File: config.mk
export PLATFORM = sky130hd
export DESIGN_NAME = hsi_s_tx_arb
export DESIGN_NICKNAME = d
export VERILOG_FILES = /design/src/rtl/hsi_s_tx_arb.sv
export SDC_FILE = /design/constraint.sdc
export NUM_CORES = 1
export LEC_CHECK = 0
export BUFFER_PORTS_ARGS = -buffer_cell sky130_fd_sc_hd__buf_2
export CAP_MARGIN = 20
export CORE_MARGIN = 2
export CORE_UTILIZATION = 43
export DETAILED_ROUTE_END_ITERATION = 7
export PLACE_DENSITY = 0.67
export SETUP_SLACK_MARGIN = 0.1
export SLEW_MARGIN = 20
export SYNTH_ARGS = -nofsm -noshare
export SYNTH_HDL_FRONTEND = slang
export SYNTH_SLANG_ARGS = --single-unit
File: constraint.sdc
create_clock -name clk -period 2.26 [get_ports clk]
set_clock_uncertainty 0.05 [all_clocks]
set_input_delay 0 -clock clk [delete_from_list [all_inputs] [get_ports clk]]
set_output_delay 0 -clock clk [all_outputs]
set_load 0.05 [all_outputs]
File: src/rtl/hsi_s_tx_arb.sv
// ============================================================================
// Module   : hsi_s_tx_arb
// Brief    : Round-robin packet arbiter feeding the HSI slave tx byte path,
//            with a per-state watchdog that aborts stalled packets.
// Revision : 1.0
// ============================================================================
`default_nettype none

module hsi_s_tx_arb #(
  parameter int TO_CYC = 1024,
  parameter int TO_W   = 16
) (
  input  logic       clk,
  input  logic       n_rst,
  input  logic [1:0] src_req,
  input  logic [7:0] src0_d,
  input  logic [7:0] src1_d,
  input  logic [1:0] src_vld,
  input  logic [1:0] src_last,
  output logic [1:0] src_ack,
  output logic [1:0] src_gnt,
  output logic       sd_busy,
  output logic       sd_d_tx_rdy,
  input  logic       sd_d_tx_en,
  output logic [7:0] sd_d,
  output logic       sd_d_rdy,
  input  logic       sd_d_sending,
  output logic       sd_has_next_dp,
  output logic       pkt_done,
  output logic       pkt_abort
);

  typedef enum logic [2:0] {
    S_IDLE   = 3'd0,
    S_OFFER  = 3'd1,
    S_LOAD   = 3'd2,
    S_PUSH   = 3'd3,
    S_WAIT_S = 3'd4,
    S_WAIT_E = 3'd5,
    S_DONE   = 3'd6,
    S_ABORT  = 3'd7
  } state_t;

  localparam logic [TO_W-1:0] WD_LIM = TO_W'(TO_CYC - 1);

  state_t          state;
  logic [TO_W-1:0] wdog;
  logic            gidx;    // index of the granted source
  logic            rr;      // index of the source granted last
  logic            last_r;

  logic            sel_vld;
  logic            sel_last;
  logic [7:0]      sel_d;
  logic [1:0]      gnt_oh;
  logic            new_idx;
  logic            wd_active;
  logic            timeout;

  assign sel_vld   = gidx ? src_vld[1]  : src_vld[0];
  assign sel_last  = gidx ? src_last[1] : src_last[0];
  assign sel_d     = gidx ? src1_d      : src0_d;
  assign gnt_oh    = gidx ? 2'b10       : 2'b01;
  // Both requesting: the source not served last wins.
  assign new_idx   = (&src_req) ? ~rr : src_req[1];
  assign wd_active = (state == S_OFFER) || (state == S_LOAD) || (state == S_WAIT_S);
  assign timeout   = wd_active && (wdog == WD_LIM);

  // Ack marks the byte consumed in the same cycle it is latched.
  assign src_ack   = ((state == S_LOAD) && sel_vld) ? gnt_oh : 2'b00;

  always_ff @(posedge clk or negedge n_rst) begin
    if (!n_rst) begin
      state          <= S_IDLE;
      wdog           <= '0;
      gidx           <= 1'b0;
      rr             <= 1'b1;
      last_r         <= 1'b0;
      src_gnt        <= 2'b00;
      sd_busy        <= 1'b0;
      sd_d_tx_rdy    <= 1'b0;
      sd_d           <= 8'h00;
      sd_d_rdy       <= 1'b0;
      sd_has_next_dp <= 1'b0;
      pkt_done       <= 1'b0;
      pkt_abort      <= 1'b0;
    end else begin
      pkt_done  <= 1'b0;
      pkt_abort <= 1'b0;
      sd_d_rdy  <= 1'b0;
      wdog      <= wd_active ? wdog + 1'b1 : '0;

      case (state)
        S_IDLE: begin
          if (|src_req) begin
            state       <= S_OFFER;
            gidx        <= new_idx;
            src_gnt     <= new_idx ? 2'b10 : 2'b01;
            sd_busy     <= 1'b1;
            sd_d_tx_rdy <= 1'b1;
            wdog        <= '0;
          end
        end
        S_OFFER: begin
          if (sd_d_tx_en) begin
            state       <= S_LOAD;
            sd_d_tx_rdy <= 1'b0;
            wdog        <= '0;
          end else if (timeout) begin
            state       <= S_ABORT;
            sd_d_tx_rdy <= 1'b0;
            src_gnt     <= 2'b00;
            pkt_abort   <= 1'b1;
            wdog        <= '0;
          end
        end
        S_LOAD: begin
          if (sel_vld) begin
            state          <= S_PUSH;
            sd_d           <= sel_d;
            last_r         <= sel_last;
            sd_has_next_dp <= ~sel_last;
            sd_d_rdy       <= 1'b1;
            wdog           <= '0;
          end else if (timeout) begin
            state     <= S_ABORT;
            src_gnt   <= 2'b00;
            pkt_abort <= 1'b1;
            wdog      <= '0;
          end
        end
        S_PUSH: begin
          state <= S_WAIT_S;
          wdog  <= '0;
        end
        S_WAIT_S: begin
          if (sd_d_sending) begin
            state <= S_WAIT_E;
            wdog  <= '0;
          end else if (timeout) begin
            state     <= S_ABORT;
            src_gnt   <= 2'b00;
            pkt_abort <= 1'b1;
            wdog      <= '0;
          end
        end
        S_WAIT_E: begin
          if (!sd_d_sending) begin
            wdog <= '0;
            if (last_r) begin
              state    <= S_DONE;
              src_gnt  <= 2'b00;
              pkt_done <= 1'b1;
            end else begin
              state <= S_LOAD;
            end
          end
        end
        S_DONE, S_ABORT: begin
          state   <= S_IDLE;
          rr      <= gidx;
          sd_busy <= 1'b0;
          wdog    <= '0;
        end
        default: begin
          state <= S_IDLE;
          wdog  <= '0;
        end
      endcase
    end
  end

endmodule

`default_nettype wire
After elaboration in Yosys (flattened, before gate mapping)
Index checks and enable logic that the tools add are counted.
{"block": "totals", "reg_bits": 38, "output_inout_bits": 18, "elab_cells": 95}
{"block": "classes", "addsub": 1, "eq_ne": 15, "n_mux": 46, "bitwise_logic": 2, "reduce_logical": 18}
{"operator": "2-to-1 mux 16 bit", "count": 7}
{"operator": "case mux 16 bit (6 select lines)", "count": 1}
{"operator": "2-to-1 mux 3 bit", "count": 7}
{"operator": "case mux 3 bit (7 select lines)", "count": 1}
{"operator": "2-to-1 mux 2 bit", "count": 10}
{"operator": "adder 16 x 1 -> 16 bit, second input constant", "count": 1}
{"operator": "== test 16 x 10 -> 1 bit, second input constant", "count": 1}
{"operator": "2-to-1 mux 1 bit", "count": 15}
{"operator": "== test 3 bit, second input constant", "count": 4}
{"operator": "!= test 2 bit, second input constant", "count": 6}
{"operator": "case mux 2 bit (5 select lines)", "count": 1}
{"operator": "AND reduction 2 bit", "count": 5}
{"operator": "2-to-1 mux 8 bit", "count": 1}
{"operator": "AND reduction 7 bit", "count": 1}
{"operator": "== test 3 x 2 -> 1 bit, second input constant", "count": 2}
{"operator": "nonzero test 5 bit", "count": 1}
{"operator": "case mux 1 bit (2 select lines)", "count": 2}
{"operator": "nonzero test 2 bit", "count": 2}
{"operator": "OR reduction 2 bit", "count": 2}
{"operator": "== test 3 x 1 -> 1 bit, second input constant", "count": 1}
{"operator": "logical NOT 3 bit", "count": 1}
{"operator": "!= test 3 bit, second input constant", "count": 1}
{"operator": "case mux 1 bit (3 select lines)", "count": 1}
{"operator": "AND reduction 3 bit", "count": 1}
{"operator": "4 further kinds", "count": 7}

Longest topological paths before layout
Gate-level depths: netlist of run 1.
{"block": "depth", "word_depth": 7, "depth_mapped": 8, "depth_no_buf": 5}

Least setup slack after synthesis of run 1
Ideal clock, no wire load.
{"block": "synth_timing", "kind": "reg2reg", "startpoint": "reg wdog[0]", "endpoint": "reg wdog[4]", "setup_time_ns": 0.080, "t_arrival_ns": 1.703, "required_ns": 2.130, "setup_slack_ns": 0.426, "stages_incl_launch_ff": 9, "path_buffers": 3, "path_cell_list": "dfrtp_1 ha_1 and4_1 buf_4 and4_1 and2_1 buf_6 buf_6 nor3_2"}
{"block": "synth_via", "elab_chain_cells": 5, "word_cells_on_any_way": 11}
{"item": "start: declaration", "line": "47", "text": "logic [TO_W-1:0] wdog;"}
{"item": "start signal: assignment", "line": "91", "text": "wdog <= wd_active ? wdog + 1'b1 : '0;"}
{"item": "adder 16 x 1 -> 16 bit or == test 16 x 10 -> 1 bit (tied branches)", "line": "91, 67"}
{"item": "2-to-1 mux 16 bit or logical AND 1 bit (tied branches)", "line": "91, 67"}
{"item": "2-to-1 mux 16 bit", "line": "109, 125, 140"}
{"item": "2-to-1 mux 16 bit, on equally long branches", "line": "137, 105, 118"}
{"item": "case mux 16 bit (6 select lines) (*)", "line": "93", "text": "case (state)"}
Every way passes the cells marked *; elsewhere a longest branch is shown, timed or not.
A chain may end at the register's enable or synchronous reset.

Worst setup path after layout of run 1
{"block": "layout_timing", "startpoint": "reg state[0]", "endpoint": "out src_ack[1]"}
{"block": "layout_via", "elab_chain_cells": 3}
{"item": "start: declaration", "line": "46", "text": "state_t state;"}
{"item": "start signal: assignment", "line": "74", "text": "state <= S_IDLE;"}
{"item": "start signal: assignment", "line": "96", "text": "state <= S_OFFER;"}
{"item": "start signal: assignment", "line": "106", "text": "state <= S_LOAD;"}
{"item": "== test 3 x 2 -> 1 bit", "line": "70", "text": "assign src_ack = ((state == S_LOAD) && sel_vld) ? gnt_oh : 2'b00;"}
{"item": "logical AND 1 bit", "line": "70"}
{"item": "2-to-1 mux 2 bit", "line": "70"}
{"item": "end: declaration", "line": "20", "text": "output logic [1:0] src_ack,"}
Every way passes these cells.

==> results of run 1 <==
==> how the worst min path moves through the flow <==
stage               slack (ns)          from  cells after the start  endpoint
floorplan                -0.35         n_rst                      0      gidx
global placement           0.1         n_rst                      1   wdog[6]
detailed placement         0.1         n_rst                      1   wdog[5]
CTS                       0.01  sd_d_sending                      4  state[1]
global route              0.04  sd_d_sending                      3  pkt_done
finish                    0.02  sd_d_sending                      4  state[1]
==> repair_timing <==
item | CTS | global route
endpoints found under the setup margin | 0 | 2
endpoints found under the hold margin | 47 | 0
resized for setup | 0 | 1
hold buffers | 19 | 0
setup buffers | 0 | 0
==> power breakdown <==
| part | internal, mW | total [mW] | switching [mW] |
|---|---|---|---|
| clock network | 0.330 | 0.562 | 0.232 |
| registers | 0.858 | 1.01 | 0.153 |
| logic | 0.403 | 1.26 | 0.860 |
| total | 1.59 | 2.84 | 1.25 |
==> registers in the layout, indices dropped and copies added (netlist names), 2 cells and up <==
register	count
state	3
sd_d	8
wdog	16
src_gnt	2
==> synth_stat cells, types with 3 or more instances <==
| library cell | count |
|---|---|
| dfrtp_1 | 37 |
| or3_1 | 5 |
| nand4_1 | 5 |
| and4_1 | 5 |
| nor3_1 | 6 |
| nor3_2 | 10 |
| nor2b_1 | 4 |
| a21oi_1 | 4 |
| a22oi_1 | 9 |
| o21ai_0 | 10 |
| nand2_1 | 26 |
| nand2b_1 | 4 |
| inv_1 | 7 |
| xor2_1 | 9 |
| buf_6 | 3 |
| nor2_1 | 8 |
| nor3b_1 | 3 |
| nand3_1 | 4 |
| buf_2 | 6 |
==> layout make-up <==
cell class | count | area [um2] | area share
inverters | 8 | 32.5 | 0.0128
repair buffers | 67 | 443 | 0.174
clock buffers | 7 | 76.3 | 0.0300
clock inverters | 1 | 30.0 | 0.0118
well taps | 52 | 65.1 | 0.0255
multi-input cells | 143 | 948 | 0.372
flip-flops and latches | 38 | 952 | 0.374
==> routing by layer <==
layer / vias to the layer above / track usage / share of wire
met1: 798 / 0.250 / 0.46
met5: - / 0 / 0
met2: 56 / 0.308 / 0.47
li1: 843 / - / -
met4: 0 / 0.0638 / 0.015
met3: 8 / 0.0528 / 0.048
==> per-stage QoR <==
stage / instance area, um2 / std cells / setup slack, ns
2_1_floorplan: 2010 / 201 / 0.426
3_3_place_gp: 2250 / 289 / 0.369
3_5_place_dp: 2250 / 289 / 0.298
4_1_cts: 2540 / 316 / 0.128
5_1_grt: 2550 / 316 / 0.124
6_report: 2550 / 316 / 0.227
==> worst max-delay path: stages, from the launching register on <==
cell	delay, ns
dfrtp_1	0.55
nor3b_2	0.35
and3_1	0.45
buf_2	0.34
==> logic make-up (layout without fill, tap and decap cells) <==
family / after synthesis / count (layout) / share of synthesized area
buf+inv: 20 / 83 / 0.0572
xor+xnor: 11 / 11 / 0.0479
compound gates: 43 / 43 / 0.158
fa+ha+maj: 1 / 1 / 0.00622
mux: 1 / 1 / 0.00498
simple gates: 87 / 87 / 0.252
flops: 38 / 38 / 0.474
==> impl_metrics.env, run 1 <==
export IMPL_vias=1705
export IMPL_die_area_mm2=0.00524
export IMPL_synth_async_reset_ratio=1.00
export IMPL_cts_buffers=5
export IMPL_clock_latency_ns=0.29
export IMPL_final_cell_mix="buf_2 (43), dfrtp_1 (37), nand2_1 (26)"
export IMPL_area_growth_pct=26.7
export IMPL_antenna_cells=0
export IMPL_avgSynthCellArea_um2=10.0
export IMPL_cts_max_level=2
export IMPL_final_common_cell="buf_2"
export IMPL_power_density_mw_per_mm2=1110
export IMPL_max_freq_mhz=492
export IMPL_finalPower_mw=2.84
export IMPL_slew_headroom=0.447
export IMPL_synth_top_area_share=0.460
export IMPL_finalHoldViolations=0
export IMPL_firstDrtPassIters=4
export IMPL_critPathLaunch="state[0]"
export IMPL_vias_per_cell=5.40
export IMPL_grt_first_pass_wirelength_um=7850
export IMPL_setup_tns_ns=0
export IMPL_grt_overflow_total=0
export IMPL_clk_path_buf_depth=2
export IMPL_initial_utilization=0.452
export IMPL_cp_end_kind="primary output"
export IMPL_n_fill_cell=379
export IMPL_syn_area_mm2=0.00201
export IMPL_drv_slew=0
export IMPL_crit_end="src_ack[1]"
export IMPL_yosys_cell_types_count=45
export IMPL_p_leak_nw=1.16
export IMPL_required_ns=2.21
export IMPL_synth_area_leaders="dfrtp_1 (46%), nor3_2 (5.0%), nand2_1 (4.9%)"
export IMPL_holdWs_ns=0.0231
export IMPL_design_core_area_mm2=0.00444
export IMPL_r2r_cells=5
export IMPL_hpwl_um=2980
export IMPL_ys_ff_latch=38
export IMPL_ys_seq_area_frac=0.474
export IMPL_rsz0062_at_grt="no"
export IMPL_cap_violations=0
export IMPL_grt_pass1_vias=1705
export IMPL_finish_utilization=0.573
export IMPL_final_nets=290
export IMPL_die_x_um=72.4
export IMPL_wl_um=4560
export IMPL_clock_sinks=38
export IMPL_tightest_slew_ns=0.829
export IMPL_fin_crit_sh=0.899
export IMPL_synth_edf_count=0
export IMPL_crit_fanout=16
export IMPL_gp_congestion=0.793
export IMPL_syn_num_nets=228
export IMPL_clk_pin_slew_worst_paths_ns=0.07
export IMPL_io_pins=44
export IMPL_drtIter0Drc=57
export IMPL_rows=24
export IMPL_fin_crit_ns=2.03
export IMPL_io_buffers=43
export IMPL_track_usage=0.191
export IMPL_ant_nets=0
export IMPL_postSynthCellCount=201
export IMPL_arrival_ns=1.98
export IMPL_root_buffer="clkbuf_8"
export IMPL_regToRegStartpoint="wdog[0]"
export IMPL_drive_gt1_frac=0.280
export IMPL_report_final_setup_viol=0
export IMPL_regToRegEndpoint="src_gnt[0]"
export IMPL_cts_tree="done"
export IMPL_chipHeight_um=72.4
export IMPL_yosysTopAreaCell="dfrtp_1"
export IMPL_drc=0
export IMPL_reg2reg_slack_ns=0.30
export IMPL_grt_max_degree=39
export IMPL_antenna_found_initial=0
export IMPL_outcome="finished clean"
export IMPL_critical_path_class="reg -> out"
export IMPL_ir_worst_vdd_v=0.000750
export IMPL_post_drt_wl_per_cell_um=14.4
export IMPL_hold_class="in -> reg"
export IMPL_cp_start_kind="register"
export IMPL_yosys_warnings=0
export IMPL_synth_ff_type="dfrtp_1"
No activity file was read; power rests on OpenSTA's default activity.
==> run 2: changes to the inputs <==
- CORE_MARGIN: 2 -> default
==> impl_metrics.env, run 2 (same netlist as run 1, synthesis figures left out) <==
export IMPL_ir_worst_vdd_v=0.000970
export IMPL_vias=1680
export IMPL_gp_congestion=0.806
export IMPL_final_cell_mix="buf_2 (43), dfrtp_1 (37), nand2_1 (26)"
export IMPL_finish_utilization=0.571
export IMPL_cp_slowest_cell="a2111oi_2"
export IMPL_tightest_slew_ns=0.830
export IMPL_finalHoldViolations=0
export IMPL_reg_largest_list="wdog: 16 flops, sd_d: 8 flops, state: 3 flops"
export IMPL_antenna_cells=0
export IMPL_top_register="wdog"
export IMPL_crit_fanout=7
export IMPL_critPathMaxStageDelay_ns=0.51
export IMPL_vias_per_cell=5.35
export IMPL_cts_tree="done"
export IMPL_area_growth_pct=25.3
export IMPL_slew_headroom=0.446
export IMPL_hold_depth=3
export IMPL_hpwl_um=2820
export IMPL_fin_crit_sh=0.866
export IMPL_p_leak_nw=1.14
export IMPL_outcome="finished clean"
export IMPL_regToRegEndpoint="src_gnt[0]"
export IMPL_antenna_found_initial=0
export IMPL_grt_overflow_total=0
export IMPL_cts_setup_buffers=0
export IMPL_rows=24
export IMPL_min_delay_start="sd_d_sending"
export IMPL_crit_chain="ha_1 -> and4_1 -> nand4_1 -> a2111oi_2 -> o32ai_2"
export IMPL_setup_tns_ns=0
export IMPL_firstDrtPassIters=4
export IMPL_drive_gt1_frac=0.286
export IMPL_drtIter0Drc=69
export IMPL_required_ns=2.36
export IMPL_arrival_ns=2.06
export IMPL_chipHeight_um=70.4
export IMPL_initial_utilization=0.455
export IMPL_io_buffers=43
export IMPL_clk_pin_slew_worst_paths_ns=0.08
export IMPL_n_fill_cell=381
export IMPL_clk_path_buf_depth=2
export IMPL_clock_sinks=38
export IMPL_grt_first_pass_wirelength_um=7660
export IMPL_multi_input_area_um2=951
export IMPL_clock_latency_ns=0.28
export IMPL_die_area_mm2=0.00495
export IMPL_regToRegStartpoint="wdog[0]"
export IMPL_rsz0062_at_grt="no"
export IMPL_max_freq_mhz=511
export IMPL_final_nets=288
export IMPL_power_density_mw_per_mm2=1090
export IMPL_design_core_area_mm2=0.00441
export IMPL_drv_slew=0
export IMPL_fin_ws_ns=0.303
export IMPL_cp_end_kind="register"
export IMPL_r2r_cells=5
export IMPL_regArea_um2=952
export IMPL_post_drt_wl_per_cell_um=14.2
export IMPL_place_ws_ns=0.284
export IMPL_cts_max_level=2
export IMPL_report_final_setup_viol=0
export IMPL_grt_max_degree=39
export IMPL_drc=0
export IMPL_holdWs_ns=0.0197
export IMPL_grt_pass1_vias=1636
export IMPL_track_usage=0.194
export IMPL_hold_class="in -> reg"
export IMPL_cts_buffers=5
export IMPL_largest_reg_flops=16
export IMPL_ant_nets=0
export IMPL_wl_um=4450
export IMPL_finalPower_mw=2.75
export IMPL_cap_violations=0
export IMPL_root_buffer="clkbuf_8"
export IMPL_fin_crit_ns=1.96
export IMPL_die_x_um=70.4
export IMPL_critical_path_class="reg -> reg"
export IMPL_hold_end="pkt_done"
export IMPL_io_pins=44
export IMPL_final_common_cell="buf_2"
export IMPL_reg2reg_slack_ns=0.30
export IMPL_cp_start_kind="register"
[run 2: cell count changes in the layout (fill, tap and decap cells not counted), sizes merged]
cell and delta:
buf -2, bufinv -1, clkinv +1
[run 2: repair_timing]
action                                 CTS  global route
pin swaps                                0             0
setup endpoints to repair                2             2
resized for setup                        1             2
endpoints found under the hold margin   47             0
hold buffers                            19             0
[run 2: metrics by stage]
stage	instances	cell area [um2]
final	314	2520
after global routing	314	2520
after CTS	314	2520
after detailed placement	287	2230
after global placement	287	2230
after floorplan	201	2010
[run 2: final cells by class]
class | count | share of cell area
clock buffer | 7 | 0.0343
multi-input combinational | 143 | 0.377
inverter | 8 | 0.0129
clock inverter | 1 | 0.00199
tap | 52 | 0.0258
timing repair buffer | 65 | 0.170
sequential | 38 | 0.378
[run 2: worst max-delay path, delay by kind of cell, from the launching register on]
kind	cells	cell delay, ns
flops	1	0.41
fa+ha+maj	1	0.22
compound gates	2	0.65
simple gates	2	0.50
[run 2: worst max path at each step]
stage	start	endpoint	slack, ns	cells past startpoint
2_1_floorplan	wdog[0]	wdog[4]	0.43	8
3_3_place_gp	state[2]	sd_has_next_dp	0.35	4
3_5_place_dp	wdog[0]	src_gnt[0]	0.28	5
4_1_cts	state[2]	src_ack[0]	0.23	3
5_1_grt	wdog[0]	src_gnt[0]	0.13	5
6_report	wdog[0]	src_gnt[0]	0.30	5
[run 2: routing by layer]
layer  track usage  vias up  share of wire
li1              -      841              -
met1         0.273      786           0.47
met2         0.301       47           0.47
met3        0.0433        6          0.045
met4        0.0533        0         0.0085
met5             0        -              0
[run 2: power breakdown]
group,switching (mW),internal (mW)
registers,0.186,0.857
logic,0.832,0.387
clock network,0.239,0.246
